`src/rtl/cam_pixel_packer.sv`:
```
// Pairs AL422B FIFO reader bytes into 16-bit pixels with column/row tags and a 4-deep valid/ready output FIFO.
// Optional CAM_GRAY_EN replaces the RGB565 word with {8'h00, luma}.
module cam_pixel_packer #(
  parameter int WIDTH  = 320,
  parameter int HEIGHT = 240,
  parameter int CW     = 9,
  parameter int RW     = 8
) (
  input  logic          clk,
  input  logic          reset,
  input  logic          start,
  input  logic [7:0]    cam_dout,
  input  logic          cam_rdclk,
  output logic          leer,
  output logic [15:0]   pix_data,
  output logic [CW-1:0] pix_col,
  output logic [RW-1:0] pix_row,
  output logic          pix_valid,
  input  logic          pix_ready,
  output logic          busy,
  output logic          done,
  output logic          overflow
);

  typedef enum logic [1:0] {IDLE, READ, DRAIN} state_t;

  localparam int EW = 16 + CW + RW;

  state_t        state;
  logic          rdclk_q;
  logic          phase;
  logic [7:0]    hi;
  logic [CW-1:0] col;
  logic [RW-1:0] row;
  logic [EW-1:0] mem [4];
  logic [1:0]    wr_ptr, rd_ptr;
  logic [2:0]    count, cnt_nxt;
  logic          take, push, pop, drop, write, last;
  logic [15:0]   push_data;

  assign take  = !rdclk_q && cam_rdclk && (state == READ);
  assign push  = take && phase;
  assign pop   = (count != 3'd0) && pix_ready;
  assign drop  = push && (count == 3'd4) && !pop;
  assign write = push && !drop;
  assign last  = push && (col == CW'(WIDTH - 1)) && (row == RW'(HEIGHT - 1));

`ifdef CAM_GRAY_EN
  logic [7:0]  r8, g8, b8;
  logic [10:0] y_sum;
  always_comb begin
    r8        = {hi[7:3], 3'b000};
    g8        = {hi[2:0], cam_dout[7:5], 2'b00};
    b8        = {cam_dout[4:0], 3'b000};
    y_sum     = (11'(r8) << 1) + 11'(g8) * 11'd5 + 11'(b8);
    push_data = {8'h00, y_sum[10:3]};
  end
`else
  assign push_data = {hi, cam_dout};
`endif

  always_comb begin
    cnt_nxt = count;
    if (write && !pop)
      cnt_nxt = count + 3'd1;
    else if (!write && pop)
      cnt_nxt = count - 3'd1;
  end

  assign {pix_data, pix_col, pix_row} = mem[rd_ptr];
  assign pix_valid = (count != 3'd0);

  always_ff @(posedge clk) begin
    if (!reset) begin
      state    <= IDLE;
      rdclk_q  <= 1'b0;
      phase    <= 1'b0;
      hi       <= '0;
      col      <= '0;
      row      <= '0;
      wr_ptr   <= '0;
      rd_ptr   <= '0;
      count    <= '0;
      leer     <= 1'b0;
      busy     <= 1'b0;
      done     <= 1'b0;
      overflow <= 1'b0;
      for (int unsigned i = 0; i < 4; i++)
        mem[i] <= '0;
    end else begin
      rdclk_q <= cam_rdclk;

      // When full, a simultaneous pop frees the slot wr_ptr points at, so writing it is safe.
      if (write) begin
        mem[wr_ptr] <= {push_data, col, row};
        wr_ptr      <= wr_ptr + 2'd1;
      end
      if (pop)
        rd_ptr <= rd_ptr + 2'd1;
      count <= cnt_nxt;

      case (state)
        IDLE: begin
          leer <= 1'b0;
          if (start) begin
            state    <= READ;
            busy     <= 1'b1;
            leer     <= 1'b1;
            done     <= 1'b0;
            overflow <= 1'b0;
            phase    <= 1'b0;
            col      <= '0;
            row      <= '0;
            wr_ptr   <= '0;
            rd_ptr   <= '0;
            count    <= '0;
          end
        end
        READ: begin
          if (take) begin
            phase <= ~phase;
            if (!phase)
              hi <= cam_dout;
          end
          if (push) begin
            if (drop)
              overflow <= 1'b1;
            if (col == CW'(WIDTH - 1)) begin
              col <= '0;
              row <= row + RW'(1);
            end else begin
              col <= col + CW'(1);
            end
          end
          if (last) begin
            state <= DRAIN;
            leer  <= 1'b0;
          end else begin
            leer <= (cnt_nxt <= 3'd2);
          end
        end
        DRAIN: begin
          leer <= 1'b0;
          if (count == 3'd0) begin
            state <= IDLE;
            busy  <= 1'b0;
            done  <= 1'b1;
          end
        end
        default: state <= IDLE;
      endcase
    end
  end

endmodule

```
`config.mk`:
```
export PLATFORM = sky130hd
export DESIGN_NAME = cam_pixel_packer
export DESIGN_NICKNAME = d
export VERILOG_FILES = /design/src/rtl/cam_pixel_packer.sv
export SDC_FILE = /design/constraint.sdc
export NUM_CORES = 1
export LEC_CHECK = 0
export ABC_AREA = 1
export CAP_MARGIN = 20
export CORE_UTILIZATION = 40
export CTS_BUF_LIST = sky130_fd_sc_hd__clkbuf_2
export CTS_CLUSTER_DIAMETER = 30
export DETAILED_ROUTE_END_ITERATION = 7
export DONT_BUFFER_PORTS = 1
export MAX_ROUTING_LAYER = met4
export PLACE_DENSITY = 0.66
export SLEW_MARGIN = 15
export SYNTH_ARGS = -nofsm -noshare
export SYNTH_HDL_FRONTEND = slang
export SYNTH_SLANG_ARGS = --single-unit
```
`constraint.sdc`:
```
create_clock -name clk -period 6 [get_ports clk]
set_input_delay 1.2 -clock clk [delete_from_list [all_inputs] [get_ports clk]]
set_output_delay 1.2 -clock clk [all_outputs]
set_load 0.005 [all_outputs]
```
==> impl_metrics.json, run 1 <==
{
  "wire_per_inst_um": 16.17,
  "htreeDepth": 4,
  "worst_slew_pin_slew_ns": 1.081,
  "synth_nets": 812,
  "ioPinCount": 51,
  "setup-violations-final": 0,
  "peakVddDrop_mv": 0.1865,
  "first_pass_iters": 5,
  "path_class": "register to output pin",
  "post-route-period-util_pct": 60.86,
  "critPathSlowestCell": "inv_1",
  "hold_buffers": 0,
  "grt.total_usage_pct": 18.64,
  "slowest_delay_ns": 0.77,
  "ys.flop_type": "edfxtp_1",
  "via_count": 5370,
  "endpoint_kind": "output pin",
  "synth_top_cell_by_area": "edfxtp_1",
  "cts_sinks": 172,
  "rsz0062_at_grt": "no",
  "min_from": "row[5]$_SDFFE_PN0P_",
  "cp.required_ns": 4.80,
  "r2r-start": "state[1]$_SDFFE_PN0P_",
  "synthDistinctLibCells": 30,
  "dieArea_mm2": 0.01994,
  "grt_antenna_before_repair": 1,
  "hold_class": "register to register",
  "globalRoute.totalOverflow": 0,
  "final_max_slew_viol_count": 0,
  "syn_inst": 790,
  "viasPerCell": 5.090,
  "netlist_area_mm2": 0.007754,
  "setup-tns-final_ns": 0,
  "area_growth_pct": 6.535,
  "finalHoldViolCount": 0,
  "synth.top_cells.by_area": "edfxtp_1 51%, dfxtp_1 10%, nor2_1 9.2%",
  "drtIter0Drc": 428,
  "synth_common_cells": "191 x nor2_1, 132 x edfxtp_1, 83 x o21ai_0, 73 x inv_1, 62 x nand2_1",
  "synth-seq-cells": 172,
  "grt_pass1_vias": 5360,
  "fmax_ghz": 0.2739,
  "cts_inserted_buffers": 17,
  "portBuffers": 0,
  "grt_pass1_wl_mm": 27.28,
  "postRouteAntennaNets": 0,
  "critPathLaunchType": "register",
  "synth.top_cell.area_share_pct": 51.12,
  "ys_warn_count": 0,
  "yosysSeqAreaShare_pct": 61.45,
  "crit_start": "rd_ptr[1]$_SDFF_PN0_",
  "nNetsFinal": 803,
  "drt-total-wl_mm": 17.06,
  "crit_buf_inv": 1,
  "period_minus_slack_ns": 3.651,
  "insertion_delay_ns": 0.74,
  "synthArstFlopShare_pct": 0,
  "fin_worst_skew_ns": 0.03895,
  "start_util_pct": 41.18,
  "dieHeight_um": 141.2,
  "core_area_mm2": 0.01883,
  "drive_gt1_share_pct": 10.96,
  "synth_edf_count": 132,
  "row_count": 50,
  "gp_congestion": 0.8062,
  "p_leak_nw": 2.889,
  "critPathArrivalTime_ns": 2.45,
  "avgSynthCellArea_um2": 9.815,
  "crit_chain": "inv_1, o21ai_0, o22ai_1",
  "die_x_um": 141.2,
  "critPathMaxFanout": 33,
  "post_cts_resized": 0,
  "cts_tree": "done",
  "status": "complete, no violations",
  "drc": 0,
  "clockRootBuffer": "clkbuf_2",
  "power_mw": 2.499,
  "maxCapViolations": 0,
  "power_density_mw_per_mm2": 302.5,
  "cts_setup_buffers": 0,
  "clockBufferDepth": 2,
  "maxSlewHeadroom_pct": 27.87,
  "grt_max_degree": 68,
  "hpwl_mm": 10.87,
  "yosysMostFrequentCell": "nor2_1",
  "path_delay_family": "buffers and inverters",
  "clk_pin_slew_ns": 0.24
}
registers in the layout (all words and copies together), names as in the netlist, 2 cells and up:
register  flops
col           9
rd_ptr        2
count         3
state         2
hi            8
row           8
wr_ptr        2
mem         132
layout by cell type, fill, tap and decap left out, types with 2 or more instances in the layout:
cell type	count
inv_2	11
clkbuf_2	18
nor2_1	191
clkinv_2	2
nor2_4	22
xor2_1	3
a211oi_1	5
o21ai_0	82
a21oi_1	33
ha_1	9
dfxtp_1	39
edfxtp_1	132
nand2_4	2
clkinv_4	3
nor3_1	27
nand4_1	4
inv_6	2
nand2_1	62
clkinvlp_4	4
buf_4	8
inv_1	72
bufinv_16	3
nand2_2	3
nand3_1	11
clkinv_1	2
o22ai_1	33
cells by family after synthesis:
logic type	Yosys count	share of synthesized area (%)
flops	172	61.45
compound gates	158	11.07
fa+ha+maj	9	1.452
simple gates	325	19.22
buf+inv	123	6.471
xor+xnor	3	0.3389
worst min-delay path, stage by stage, from the launching register on:
cell and delay [ns]:
dfxtp_1 0.39, nand2_1 0.07, a21oi_1 0.05
layout make-up:
| class | instances | area [um^2] |
|---|---|---|
| inverters | 86 | 327.8 |
| clock buffers | 18 | 90.09 |
| clock inverters | 14 | 170.2 |
| diodes | 1 | 2.502 |
| fillers | 1827 | 10570 |
| multi-input cells | 495 | 2499 |
| repair buffers | 9 | 80.08 |
| well taps | 260 | 325.3 |
| flip-flops and latches | 172 | 4766 |
power breakdown:
part           switching (mW)  internal (mW)  total, mW  leakage (nW)
combinational           0.341          0.130      0.471          1.06
clock                   0.403          0.233      0.636         0.143
sequential             0.0389           1.35       1.39          1.69
final timing paths:
check | slack (ns) | end | depth (start not counted)
max | 2.35 | pix_row[2] | 3
min | 0.52 | row[5]$_SDFFE_PN0P_ | 2
max reg2reg | 2.78 | mem[2][10]$_SDFFCE_PN0P_ | 9
min reg2reg | 0.52 | row[5]$_SDFFE_PN0P_ | 2
through the flow:
stage	std cells	cell area, um^2	hold slack [ns]	worst slack [ns]	utilization [%]
2_1_floorplan	790	7754	0.4604	1.458	-
3_3_place_gp	1021	7978	0.4877	2.563	42.37
3_5_place_dp	1021	7978	0.4896	2.506	42.37
4_1_cts	1053	8238	0.4344	2.196	43.75
5_1_grt	1055	8260	0.4305	2.057	43.87
6_report	1055	8260	0.5180	2.349	43.87
per-layer routing:
layer / global-route usage (%) / vias up / share of wire (%)
met1: 22.32 / 2569 / 44
met2: 31.19 / 137 / 48
li1: - / 2646 / -
met4: 5.435 / 0 / 1.4
met3: 4.484 / 18 / 5.7
met5: - / - / 0
Note: power is estimated with default switching activity, not from simulation.
==> run 2, diff against run 1 <==
- PLACE_DENSITY: 0.66 -> 0.68
- clock period: 6 -> 3.3 ns (I/O delays scaled with it)
==> impl_metrics.json, run 2 (same netlist as run 1, synthesis figures left out) <==
{
  "fillers": 1764,
  "period_minus_slack_ns": 3.056,
  "wire_per_inst_um": 16.06,
  "insertion_delay_ns": 0.77,
  "fin_worst_skew_ns": 0.04205,
  "htreeDepth": 4,
  "post-route-period-util_pct": 92.60,
  "cts_tree": "done",
  "row_count": 50,
  "cts_inserted_buffers": 17,
  "r2r_setup_slack_ns": 0.61,
  "multi_input_area_mm2": 0.002499,
  "drt-total-wl_mm": 17.09,
  "cp.required_ns": 2.64,
  "clockRootBuffer": "clkbuf_2",
  "peakVddDrop_mv": 0.3882,
  "postRouteAntennaNets": 0,
  "hpwl_mm": 10.71,
  "ioPinCount": 51,
  "endpoint_kind": "output pin",
  "final_max_slew_viol_count": 0,
  "rsz0062_at_grt": "no",
  "status": "complete, no violations",
  "grt_max_degree": 48,
  "grt.total_usage_pct": 18.80,
  "setup-violations-final": 0,
  "grt_antenna_before_repair": 1,
  "critPathLaunchType": "register",
  "drc": 0,
  "dieHeight_um": 141.2,
  "power_density_mw_per_mm2": 541.9,
  "placed_cell_area_mm2": 0.008023,
  "portBuffers": 0,
  "cts_setup_buffers": 0,
  "nNetsFinal": 812,
  "core_area_mm2": 0.01883,
  "clockBufferDepth": 2,
  "start_util_pct": 41.18,
  "drtIter0Drc": 381,
  "gp_congestion": 0.8272,
  "die_x_um": 141.2,
  "grt_pass1_vias": 5189,
  "fmax_ghz": 0.3272,
  "first_pass_iters": 5,
  "postLayoutCellArea_mm2": 0.008317,
  "min_from": "start",
  "critPathMaxFanout": 45,
  "worst_slew_pin_slew_ns": 1.005,
  "viasPerCell": 5.116,
  "grt_pass1_wl_mm": 27.43,
  "most-common-layout-cells": "191 x nor2_1, 132 x edfxtp_1, 82 x o21ai_0",
  "worst_hold_slack_ns": 0.08411,
  "maxCapViolations": 0,
  "r2r-start": "state[1]$_SDFFE_PN0P_",
  "cts_sinks": 172,
  "hold_class": "input port to register",
  "area_growth_pct": 7.262,
  "largest_reg_flops": 132,
  "utilization_pct": 44.17,
  "maxSlewHeadroom_pct": 32.91,
  "setup-tns-final_ns": 0,
  "globalRoute.totalOverflow": 0,
  "critPathArrivalTime_ns": 2.40,
  "largest-register": "mem",
  "dieArea_mm2": 0.01994,
  "final_common_cell": "nor2_1",
  "drive_gt1_share_pct": 11.33,
  "power_mw": 4.507,
  "p_leak_nw": 2.910,
  "seq_area_mm2": 0.004766,
  "largest_registers": "mem x132, col x9",
  "clk_pin_slew_ns": 0.24,
  "crit_start": "rd_ptr[0]$_SDFF_PN0_",
  "finalHoldViolCount": 0,
  "via_count": 5443,
  "path_class": "register to output pin"
}
## run 2: changes by cell type in the layout (fill, tap and decap cells not counted), sizes merged
cell	previous run	this run
dlygate4sd3	0	4
bufinv	3	2
inv	85	88
clkbuf	18	17
clkinv	7	6
buf	9	14
## run 2: final cells by class
| class | count | share of cell area, % |
|---|---|---|
| clock inverter | 15 | 1.956 |
| sequential | 172 | 57.30 |
| tap | 260 | 3.912 |
| antenna | 1 | 0.03009 |
| clock buffer | 17 | 1.023 |
| multi-input combinational | 495 | 30.04 |
| timing repair buffer | 18 | 1.790 |
| inverter | 86 | 3.942 |
## run 2: metal layers
| metal | vias to the layer above | GRT usage, % | part of all wire, % |
|---|---|---|---|
| met3 | 22 | 4.008 | 5.5 |
| met2 | 138 | 29.62 | 47 |
| met5 | - | - | 0 |
| met1 | 2611 | 23.93 | 46 |
| met4 | 0 | 6.636 | 1.8 |
| li1 | 2672 | - | - |
## run 2: final timing paths
| check | endpoint | cells after the start |
|---|---|---|
| max | pix_row[3] | 3 |
| min | leer$_SDFFE_PN0P_ | 2 |
| max reg2reg | mem[0][27]$_SDFFCE_PN0P_ | 9 |
| min reg2reg | col[8]$_SDFFE_PN0P_ | 2 |
## run 2: power breakdown
group	switching [mW]	total (mW)	internal, mW	leakage [nW]
clock	0.769	1.13	0.356	0.132
sequential	0.0740	2.53	2.46	1.69
combinational	0.608	0.849	0.242	1.09
total	1.45	4.51	3.06	2.91
## run 2: through the flow
stage	setup WS, ns	std cells
floorplan	0.1913	790
global placement	0.6982	1027
detailed placement	0.6219	1027
CTS	0.06117	1063
global route	0.05867	1064
finish	0.2442	1064
## run 2: repair_timing
| action | 4_1_cts | 5_1_grt |
|---|---|---|
| setup endpoints to repair | 0 | 9 |
| resized for setup | 0 | 1 |
| endpoints found under the hold margin | 16 | 0 |
| hold buffers | 4 | 0 |
## run 2: worst max-delay path, cell delays in order, from the launching register on
cell	delay (ns)
dfxtp_2	0.70
buf_6	0.38
o21ai_0	0.15
o22ai_1	0.39
==> run 3, diff against run 2 <==
- HOLD_SLACK_MARGIN: unset -> 0.08
==> impl_metrics.json, run 3 (same netlist as run 1, synthesis figures left out) <==
{
  "status": "complete, no violations",
  "slowest_delay_ns": 0.69,
  "r2r_setup_slack_ns": 0.61,
  "via_count": 5481,
  "finalHoldViolCount": 0,
  "rsz0062_at_grt": "no",
  "largest_registers": "mem x132, col x9",
  "cts_setup_buffers": 0,
  "timing.rr.end": "hi[1]$_SDFFE_PN0P_",
  "hold_class": "input port to register",
  "critPathArrivalTime_ns": 2.41,
  "dieArea_mm2": 0.01994,
  "nNetsFinal": 819,
  "grt_max_degree": 48,
  "maxSlewHeadroom_pct": 32.77,
  "critPathMaxFanout": 45,
  "setup-tns-final_ns": 0,
  "critPathLaunchType": "register",
  "die_x_um": 141.2,
  "setup-violations-final": 0,
  "path_class": "register to output pin",
  "grt.total_usage_pct": 18.80,
  "viasPerCell": 5.118,
  "htreeDepth": 4,
  "power_frac_comb_pct": 19.0,
  "min_from": "reset",
  "critPathSlowestCell": "dfxtp_2",
  "cts_inserted_buffers": 17,
  "r2r_cells": 7,
  "area_growth_pct": 8.165,
  "peakVddDrop_mv": 0.3862,
  "worst_slew_pin_slew_ns": 1.007,
  "grt_antenna_before_repair": 1,
  "hold_depth": 2,
  "p_leak_nw": 2.942,
  "cts_tree": "done",
  "crit_chain": "buf_6, o21ai_0, o22ai_1",
  "gp_congestion": 0.8272,
  "grt_pass1_vias": 5206,
  "post-route-period-util_pct": 92.99,
  "wire_per_inst_um": 16.03,
  "ioPinCount": 51,
  "dieHeight_um": 141.2,
  "drtIter0Drc": 420,
  "clk_pin_slew_ns": 0.25,
  "first_pass_iters": 4,
  "hpwl_mm": 10.71,
  "min_to": "count[1]$_SDFF_PN0_",
  "postRouteAntennaNets": 0,
  "drive_gt1_share_pct": 11.23,
  "row_count": 50,
  "p_sw_share_pct": 32.08,
  "globalRoute.totalOverflow": 0,
  "core_area_mm2": 0.01883,
  "fin_worst_skew_ns": 0.04172,
  "drt-total-wl_mm": 17.17,
  "fmax_ghz": 0.3259,
  "grt_pass1_wl_mm": 27.43,
  "utilization_pct": 44.54,
  "cp.required_ns": 2.64,
  "r2r-start": "state[1]$_SDFFE_PN0P_",
  "seq_power_share_pct": 56.1,
  "endpoint_kind": "output pin",
  "largest_reg_flops": 132,
  "clockRootBuffer": "clkbuf_2",
  "clkPwrFrac_pct": 24.8,
  "final_common_cell": "nor2_1",
  "drc": 0,
  "largest-register": "mem",
  "portBuffers": 0,
  "clockBufferDepth": 2,
  "maxCapViolations": 0,
  "power_density_mw_per_mm2": 537.9,
  "cts_sinks": 172,
  "start_util_pct": 41.18,
  "p_switching_mw": 1.447,
  "p_int_mw": 3.064,
  "most-common-layout-cells": "191 x nor2_1, 132 x edfxtp_1, 82 x o21ai_0",
  "insertion_delay_ns": 0.77,
  "final_max_slew_viol_count": 0,
  "period_minus_slack_ns": 3.069
}
run 3: worst max-delay path: cells and delay by family, from the launching register on:
kind,cells,cell delay [ns]
compound gates,2,0.55
buf+inv,1,0.39
flops,1,0.69
run 3: worst max path at each step:
stage                                          end                   from  slack (ns)
final                                   pix_row[1]   rd_ptr[0]$_SDFF_PN0_        0.23
after global routing                    pix_row[1]   rd_ptr[0]$_SDFF_PN0_        0.06
after CTS                               pix_row[1]   rd_ptr[0]$_SDFF_PN0_        0.06
after detailed placement  mem[0][27]$_SDFFCE_PN0P_  state[1]$_SDFFE_PN0P_        0.62
after global placement    mem[0][22]$_SDFFCE_PN0P_  state[1]$_SDFFE_PN0P_        0.70
after floorplan            mem[1][0]$_SDFFCE_PN0P_              cam_rdclk        0.19
run 3: power by group through the flow:
stage,Combinational [mW],Clock [mW],Sequential (mW)
2_1_floorplan,0.682,0,2.56
3_3_place_gp,0.838,0,2.58
3_5_place_dp,0.850,0,2.58
4_1_cts,0.867,1.14,2.53
5_1_grt,0.963,1.22,2.55
6_report,0.858,1.12,2.53
run 3: metrics by stage:
step           cells  instance area (um^2)  setup slack, ns  hold WS [ns]  power [mW]
2_1_floorplan    790                  7754           0.1913        0.4604       3.242
3_3_place_gp    1027                  8023           0.6982        0.4901       3.415
3_5_place_dp    1027                  8023           0.6219        0.4903       3.429
4_1_cts         1070                  8381          0.06117       0.08347       4.540
5_1_grt         1071                  8387          0.05867       0.08049       4.731
6_report        1071                  8387           0.2312        0.1352       4.511
run 3: layer usage:
layer	wire length [um]	vias up	GRT usage (%)
li1	-	2689	-
met1	7809	2648	23.92
met2	8138	122	29.68
met3	917	22	4.008
met4	305	0	6.636
met5	0	-	-
run 3: timing repair:
action,in CTS,in global routing
resized for setup,0,1
endpoints found under the hold margin,20,0
endpoints found under the setup margin,0,9
hold buffers,11,0
run 3: layout make-up:
class / count / area [um^2]
fill: 1753 / 10440
antenna: 1 / 2.502
sequential: 172 / 4766
inverter: 86 / 327.8
tap: 260 / 325.3
clock buffer: 17 / 85.08
clock inverter: 15 / 162.7
multi-input combinational: 495 / 2499
timing repair buffer: 25 / 219.0
